===== config.mk =====
export PLATFORM = sky130hd
export DESIGN_NAME = l1icache_fill_engine_flat
export DESIGN_NICKNAME = d
export VERILOG_FILES = /design/src/rtl/l1icache_fill_engine_if.sv /design/src/rtl/l1icache_fill_engine.sv /design/src/flat_wrapper.sv
export SDC_FILE = /design/constraint.sdc
export NUM_CORES = 1
export LEC_CHECK = 0
export BUFFER_PORTS_ARGS = -buffer_cell sky130_fd_sc_hd__clkbuf_2
export CAP_MARGIN = 30
export CORE_ASPECT_RATIO = 1.2
export CORE_UTILIZATION = 59
export CTS_CLUSTER_DIAMETER = 40
export CTS_CLUSTER_SIZE = 40
export DETAILED_ROUTE_END_ITERATION = 12
export GPL_TIMING_DRIVEN = 0
export PLACE_DENSITY = 0.89
export SYNTH_ARGS = -nofsm -noshare
export SYNTH_HDL_FRONTEND = slang
export SYNTH_SLANG_ARGS = --single-unit

===== constraint.sdc =====
create_clock -name clk -period 3.71 [get_ports clk]
set_input_delay 0 -clock clk [delete_from_list [all_inputs] [get_ports clk]]
set_output_delay 0 -clock clk [all_outputs]
set_load 0.005 [all_outputs]

===== src/rtl/l1icache_fill_engine_if.sv =====
// Purpose : bundles the L1 I-cache miss port, lower-memory request/response and cache write port.
// Latency : none (wiring only).
// Backpressure: miss uses missReady_o; request uses l2ReqValid_o/l2ReqReady_i; response beats cannot be stalled.
// Ports   : master = the fill engine, slave = cache front end plus lower memory.
interface l1icache_fill_engine_if #(
  parameter int SIZE_PC          = 32,
  parameter int SIZE_INSTRUCTION = 64,
  parameter int BEATS            = 4
);
  logic                              miss_i;
  logic [SIZE_PC-1:0]                missAddr_i;
  logic                              missReady_o;
  logic                              flush_i;
  logic                              l2ReqValid_o;
  logic [SIZE_PC-1:0]                l2ReqAddr_o;
  logic                              l2ReqReady_i;
  logic                              l2RespValid_i;
  logic [SIZE_INSTRUCTION-1:0]       l2RespData_i;
  logic                              wrEnable_o;
  logic [SIZE_PC-1:0]                wrAddr_o;
  logic [BEATS*SIZE_INSTRUCTION-1:0] instBlock_o;
  logic                              busy_o;

  modport master (
    input  miss_i, missAddr_i, flush_i, l2ReqReady_i, l2RespValid_i, l2RespData_i,
    output missReady_o, l2ReqValid_o, l2ReqAddr_o, wrEnable_o, wrAddr_o, instBlock_o, busy_o
  );

  modport slave (
    output miss_i, missAddr_i, flush_i, l2ReqReady_i, l2RespValid_i, l2RespData_i,
    input  missReady_o, l2ReqValid_o, l2ReqAddr_o, wrEnable_o, wrAddr_o, instBlock_o, busy_o
  );
endinterface


===== src/rtl/l1icache_fill_engine.sv =====
// Purpose : single-outstanding L1 I-cache refill: one block-aligned read, collect BEATS beats, one-cycle cache write.
// Latency : miss accepted at T -> request at T+1 -> (ready at T+1, beats T+2..T+5) -> write strobe at T+6, ready again T+7.
// Backpressure: request held stable until l2ReqReady_i; beats may have gaps; misses refused (missReady_o=0) while busy or flushing.
// Ports   : clk, reset (async active-low), bus (l1icache_fill_engine_if.master).
module l1icache_fill_engine #(
  parameter int SIZE_PC          = 32,
  parameter int SIZE_INSTRUCTION = 64,
  parameter int BEATS            = 4
) (
  input logic                   clk,
  input logic                   reset,
  l1icache_fill_engine_if.master bus
);

  localparam int BLOCK_BYTES = BEATS * SIZE_INSTRUCTION / 8;
  localparam int CNT_W       = $clog2(BEATS);
  localparam logic [SIZE_PC-1:0] ALIGN_MASK = ~(SIZE_PC'(BLOCK_BYTES - 1));
  localparam logic [CNT_W-1:0]   LAST_CNT   = CNT_W'(BEATS - 1);

  typedef enum logic [2:0] {IDLE, REQ, RECV, FILL, DRAIN} state_t;

  state_t                            state;
  logic [CNT_W-1:0]                  beat_cnt;
  logic [SIZE_PC-1:0]                blk_addr;
  logic [BEATS*SIZE_INSTRUCTION-1:0] blk_data;
  logic [BEATS*SIZE_INSTRUCTION-1:0] blk_merged;
  logic                              last_beat;
  logic                              req_vld;
  logic                              wr_en;
  logic [SIZE_PC-1:0]                wr_addr;
  logic [BEATS*SIZE_INSTRUCTION-1:0] inst_blk;
  logic                              busy;

  // Block as it looks once the current beat is placed; lets the final beat go
  // straight into the write data without an extra assembly cycle.
  always_comb begin
    blk_merged = blk_data;
    blk_merged[beat_cnt*SIZE_INSTRUCTION +: SIZE_INSTRUCTION] = bus.l2RespData_i;
  end

  assign last_beat = bus.l2RespValid_i && (beat_cnt == LAST_CNT);

  assign bus.missReady_o  = (state == IDLE) && !bus.flush_i;
  assign bus.l2ReqValid_o = req_vld;
  assign bus.l2ReqAddr_o  = blk_addr;
  assign bus.wrEnable_o   = wr_en;
  assign bus.wrAddr_o     = wr_addr;
  assign bus.instBlock_o  = inst_blk;
  assign bus.busy_o       = busy;

  always_ff @(posedge clk or negedge reset) begin
    if (!reset) begin
      state    <= IDLE;
      beat_cnt <= '0;
      blk_addr <= '0;
      blk_data <= '0;
      req_vld  <= 1'b0;
      wr_en    <= 1'b0;
      wr_addr  <= '0;
      inst_blk <= '0;
      busy     <= 1'b0;
    end else begin
      case (state)
        IDLE: begin
          if (bus.miss_i && !bus.flush_i) begin
            blk_addr <= bus.missAddr_i & ALIGN_MASK;
            req_vld  <= 1'b1;
            busy     <= 1'b1;
            state    <= REQ;
          end
        end

        REQ: begin
          if (bus.l2ReqReady_i) begin
            // Once the handshake happens the memory will return beats, so a
            // simultaneous flush must still drain them.
            req_vld  <= 1'b0;
            beat_cnt <= '0;
            state    <= bus.flush_i ? DRAIN : RECV;
          end else if (bus.flush_i) begin
            req_vld <= 1'b0;
            busy    <= 1'b0;
            state   <= IDLE;
          end
        end

        RECV: begin
          if (bus.l2RespValid_i) begin
            blk_data <= blk_merged;
            beat_cnt <= beat_cnt + CNT_W'(1);
          end
          if (bus.flush_i) begin
            if (last_beat) begin
              busy  <= 1'b0;
              state <= IDLE;
            end else begin
              state <= DRAIN;
            end
          end else if (last_beat) begin
            wr_en    <= 1'b1;
            wr_addr  <= blk_addr;
            inst_blk <= blk_merged;
            state    <= FILL;
          end
        end

        DRAIN: begin
          if (bus.l2RespValid_i) begin
            beat_cnt <= beat_cnt + CNT_W'(1);
          end
          if (last_beat) begin
            busy  <= 1'b0;
            state <= IDLE;
          end
        end

        FILL: begin
          // Flush is deliberately ignored here: the block is already complete.
          wr_en <= 1'b0;
          busy  <= 1'b0;
          state <= IDLE;
        end

        default: begin
          req_vld <= 1'b0;
          wr_en   <= 1'b0;
          busy    <= 1'b0;
          state   <= IDLE;
        end
      endcase
    end
  end

endmodule


===== src/flat_wrapper.sv =====
// flat-port wrapper written by rule: the top's interface ports become plain ports
module l1icache_fill_engine_flat 
#(
  parameter int SIZE_PC          = 32,
  parameter int SIZE_INSTRUCTION = 64,
  parameter int BEATS            = 4
)
  (clk, reset, bus_miss_i, bus_missAddr_i, bus_flush_i, bus_l2ReqReady_i, bus_l2RespValid_i, bus_l2RespData_i, bus_missReady_o, bus_l2ReqValid_o, bus_l2ReqAddr_o, bus_wrEnable_o, bus_wrAddr_o, bus_instBlock_o, bus_busy_o);
  l1icache_fill_engine_if #(.SIZE_PC(SIZE_PC), .SIZE_INSTRUCTION(SIZE_INSTRUCTION), .BEATS(BEATS)) bus_i ();
  input logic clk;
  input logic reset;
  input wire logic [$bits(bus_i.miss_i)-1:0] bus_miss_i;
  input wire logic [$bits(bus_i.missAddr_i)-1:0] bus_missAddr_i;
  input wire logic [$bits(bus_i.flush_i)-1:0] bus_flush_i;
  input wire logic [$bits(bus_i.l2ReqReady_i)-1:0] bus_l2ReqReady_i;
  input wire logic [$bits(bus_i.l2RespValid_i)-1:0] bus_l2RespValid_i;
  input wire logic [$bits(bus_i.l2RespData_i)-1:0] bus_l2RespData_i;
  output wire logic [$bits(bus_i.missReady_o)-1:0] bus_missReady_o;
  output wire logic [$bits(bus_i.l2ReqValid_o)-1:0] bus_l2ReqValid_o;
  output wire logic [$bits(bus_i.l2ReqAddr_o)-1:0] bus_l2ReqAddr_o;
  output wire logic [$bits(bus_i.wrEnable_o)-1:0] bus_wrEnable_o;
  output wire logic [$bits(bus_i.wrAddr_o)-1:0] bus_wrAddr_o;
  output wire logic [$bits(bus_i.instBlock_o)-1:0] bus_instBlock_o;
  output wire logic [$bits(bus_i.busy_o)-1:0] bus_busy_o;
  assign bus_i.miss_i = bus_miss_i;
  assign bus_i.missAddr_i = bus_missAddr_i;
  assign bus_i.flush_i = bus_flush_i;
  assign bus_i.l2ReqReady_i = bus_l2ReqReady_i;
  assign bus_i.l2RespValid_i = bus_l2RespValid_i;
  assign bus_i.l2RespData_i = bus_l2RespData_i;
  assign bus_missReady_o = bus_i.missReady_o;
  assign bus_l2ReqValid_o = bus_i.l2ReqValid_o;
  assign bus_l2ReqAddr_o = bus_i.l2ReqAddr_o;
  assign bus_wrEnable_o = bus_i.wrEnable_o;
  assign bus_wrAddr_o = bus_i.wrAddr_o;
  assign bus_instBlock_o = bus_i.instBlock_o;
  assign bus_busy_o = bus_i.busy_o;
  l1icache_fill_engine #(.SIZE_PC(SIZE_PC), .SIZE_INSTRUCTION(SIZE_INSTRUCTION), .BEATS(BEATS)) u_core (.clk(clk), .reset(reset), .bus(bus_i));
endmodule

==> impl_metrics.env <==
export IMPL_max_freq_ghz=0.294
export IMPL_status="finished clean"
export IMPL_crit_chain="clkbuf_1 > inv_1 > ha_1 > clkbuf_1 > nand2_1 > buf_2 > a22o_1"
export IMPL_antenna_found_initial=2
export IMPL_synth_cell_type_count=51
export IMPL_cts_root_buffer="clkbuf_16"
export IMPL_pin_count=426
export IMPL_timing_rr_end="u_core.blk_data[57]"
export IMPL_drive_gt1_share_pct=22.0
export IMPL_max_cap_viol_count=0
export IMPL_initial_core_util_pct=60.0
export IMPL_yosys_register_bits=510
export IMPL_grt_max_degree=123
export IMPL_slew_violations=0
export IMPL_place_hpwl_mm=47.5
export IMPL_grt_usage_pct=40.6
export IMPL_p_per_area_nw_per_um2=597
export IMPL_netlist_instances=2066
export IMPL_crit_buf_inv=4
export IMPL_pre_cts_slack_ns=0.413
export IMPL_grt_pass1_vias=20600
export IMPL_maxSlewHeadroom_pct=43.3
export IMPL_grt_first_pass_wirelength_mm=118
export IMPL_critPathTopFamily="buffers and inverters"
export IMPL_crit_path_max_fanout=10
export IMPL_clk_pin_slew_ns=0.07
export IMPL_portBuffers=347
export IMPL_die_width_um=179
export IMPL_core_um2=36900
export IMPL_cp_startpoint="u_core.beat_cnt[0]"
export IMPL_hold_viol_final=0
export IMPL_cp_slowest_stage_delay_ns=0.73
export IMPL_dpl_cell_count=2901
export IMPL_crit_slowest_cell="nand2_1"
export IMPL_wl_per_cell_um=24.9
export IMPL_critPathKind="register to register"
export IMPL_clock_latency_ns=0.58
export IMPL_skew_ns=0.0191
export IMPL_fin_hold_ws_ns=0.203
export IMPL_min_path_cells=3
export IMPL_ctsResizeCount=0
export IMPL_avgSynthCellArea_um2=10.7
export IMPL_vdd_drop_max_mv=0.391
export IMPL_min_period_ns=3.40
export IMPL_async_flop_share_pct=100
export IMPL_r2r_cells=7
export IMPL_cts_setup_buffers=0
export IMPL_synth_main_ff_cell="dfrtp_1"
export IMPL_setup_viol=0
export IMPL_nFillCells=2323
export IMPL_routed_wl_mm=77.2
export IMPL_finalCritPeriodShare_pct=91.8
export IMPL_ant_nets=0
export IMPL_seq_area_frac_synth_pct=57.7
export IMPL_gp_congestion=0.887
export IMPL_syn2layout_area_growth_pct=24.0
export IMPL_required_ns=4.16
export IMPL_nets=2693
export IMPL_final_cell_mix="510 x dfrtp_1, 351 x clkbuf_2, 319 x a21oi_1"
export IMPL_p_leak_uw=0.0130
export IMPL_clockBufferDepth=3
export IMPL_hold_path_class="primary input to register"
export IMPL_htree_num_levels=2
export IMPL_cp_num_cells=7
export IMPL_drt_first_pass_iters=7
export IMPL_arrival_ns=3.85
export IMPL_final_common_cell="dfrtp_1"
export IMPL_numCtsBuffers=49
export IMPL_multi_input_area_um2=8060
export IMPL_drc=0
export IMPL_rsz0062_at_grt="no"
export IMPL_seqCellArea_um2=12800
export IMPL_worst_pin_slew_ns=0.848
export IMPL_cts_sinks=510
export IMPL_post_synth_instance_area_um2=22100
export IMPL_fin_cells=3100
export IMPL_cp_end_kind="register"
export IMPL_endpoint="u_core.blk_data[57]"
export IMPL_r2r_setup_slack_ns=0.31
export IMPL_yosysWarnings=0
export IMPL_synth_edf_count=0
export IMPL_start_kind="register"
export IMPL_grt_overflow_total=0
export IMPL_num_vias=20400
export IMPL_vias_per_cell=6.57
export IMPL_reg2reg_from="u_core.beat_cnt[0]"
export IMPL_row_count=77
export IMPL_dieArea_um2=38300
export IMPL_initialDrtViolationCount=2400
export IMPL_setup_slack_ns=0.306
export IMPL_crit_top_cell="clkbuf_1"
export IMPL_min_delay_start="bus_missAddr_i[21]"
export IMPL_chipHeight_um=214
export IMPL_cts_tree="done"
worst reg2reg max path: stages, from the launching register on:
cell,delay (ns)
dfrtp_1,0.44
clkbuf_1,0.25
inv_1,0.18
ha_1,0.34
clkbuf_1,0.64
nand2_1,0.74
buf_2,0.43
a22o_1,0.25
metal layers:
layer | track usage, % | wire length, um | vias up
met4 | 28.2 | 6170 | 0
met1 | 49.6 | 27100 | 10000
met5 | 0 | 0 | -
li1 | - | - | 8428
met3 | 9.29 | 7380 | 416
met2 | 63.6 | 36500 | 1482
final cells by class:
class                   count  area share, %
multi-input cells        1289           29.4
inverters                   3         0.0410
well taps                 474           2.16
diodes                      2         0.0182
clock buffers              56           4.71
plain buffers             273           4.85
flip-flops and latches    510           46.5
clock inverters            33           1.56
repair buffers            460           10.8
repair_timing:
item | 4_1_cts | 5_1_grt
endpoints found under the setup margin | 0 | 0
endpoints found under the hold margin | 624 | 0
hold buffers | 108 | 0
cell families after synthesis:
| logic type | synth area share, % |
|---|---|
| fa+ha+maj | 0.283 |
| compound gates | 23.0 |
| flops | 57.7 |
| other cells | 0.0169 |
| xor+xnor | 0.0396 |
| simple gates | 9.88 |
| buf+inv | 6.07 |
| mux | 3.08 |
synth_stat cells (22+ instances only):
cell type | number | area share [%]
a21oi_1 | 319 | 7.2
a22o_1 | 190 | 7.5
a31oi_1 | 66 | 1.9
buf_2 | 57 | 1.3
buf_6 | 22 | 1.1
clkbuf_1 | 165 | 2.8
dfrtp_1 | 510 | 58
mux2_1 | 22 | 1.1
nand2_1 | 72 | 1.2
nand2b_1 | 66 | 1.9
nand4_1 | 65 | 1.8
nor2b_1 | 133 | 3.8
o21ai_0 | 241 | 5.4
o21ai_1 | 22 | 0.50
where the power goes:
| group | total (uW) | leakage, uW | internal [uW] | switching (uW) |
|---|---|---|---|---|
| Combinational | 4450 | 0.00519 | 1510 | 2940 |
| Clock | 5390 | 0.000826 | 2900 | 2490 |
| Sequential | 6540 | 0.00702 | 6100 | 436 |
sequential cells by signal (all words and copies together) (netlist names):
name                     cells
u_core.bus.l2ReqAddr_o      27
u_core.bus.busy_o            1
u_core.bus.l2ReqValid_o      1
u_core.beat_cnt              2
u_core.bus.wrEnable_o        1
u_core.blk_data            192
u_core.bus.wrAddr_o         27
u_core.state                 3
u_core.bus.instBlock_o     256
metrics by stage:
stage / utilization (%) / area, um^2 / power (uW) / setup TNS, ns
6_report: 74.4 / 27400 / 16400 / 0
5_1_grt: 74.4 / 27400 / 16900 / 0
4_1_cts: 74.3 / 27400 / 16100 / 0
3_5_place_dp: 66.8 / 24600 / 10600 / 0
3_3_place_gp: 66.4 / 24500 / 10400 / -4221.07
2_1_floorplan: - / 22200 / 8900 / 0
worst min-delay path by stage:
stage                                 endpoint  slack (ns)
floorplan                   u_core.beat_cnt[0]       -0.30
global route        u_core.bus.l2ReqAddr_o[21]        0.22
finish              u_core.bus.l2ReqAddr_o[21]        0.20
global placement    u_core.bus.l2ReqAddr_o[30]        0.21
CTS                 u_core.bus.l2ReqAddr_o[15]        0.19
detailed placement  u_core.bus.instBlock_o[98]        0.04
No activity file was read; power rests on OpenSTA's default activity.
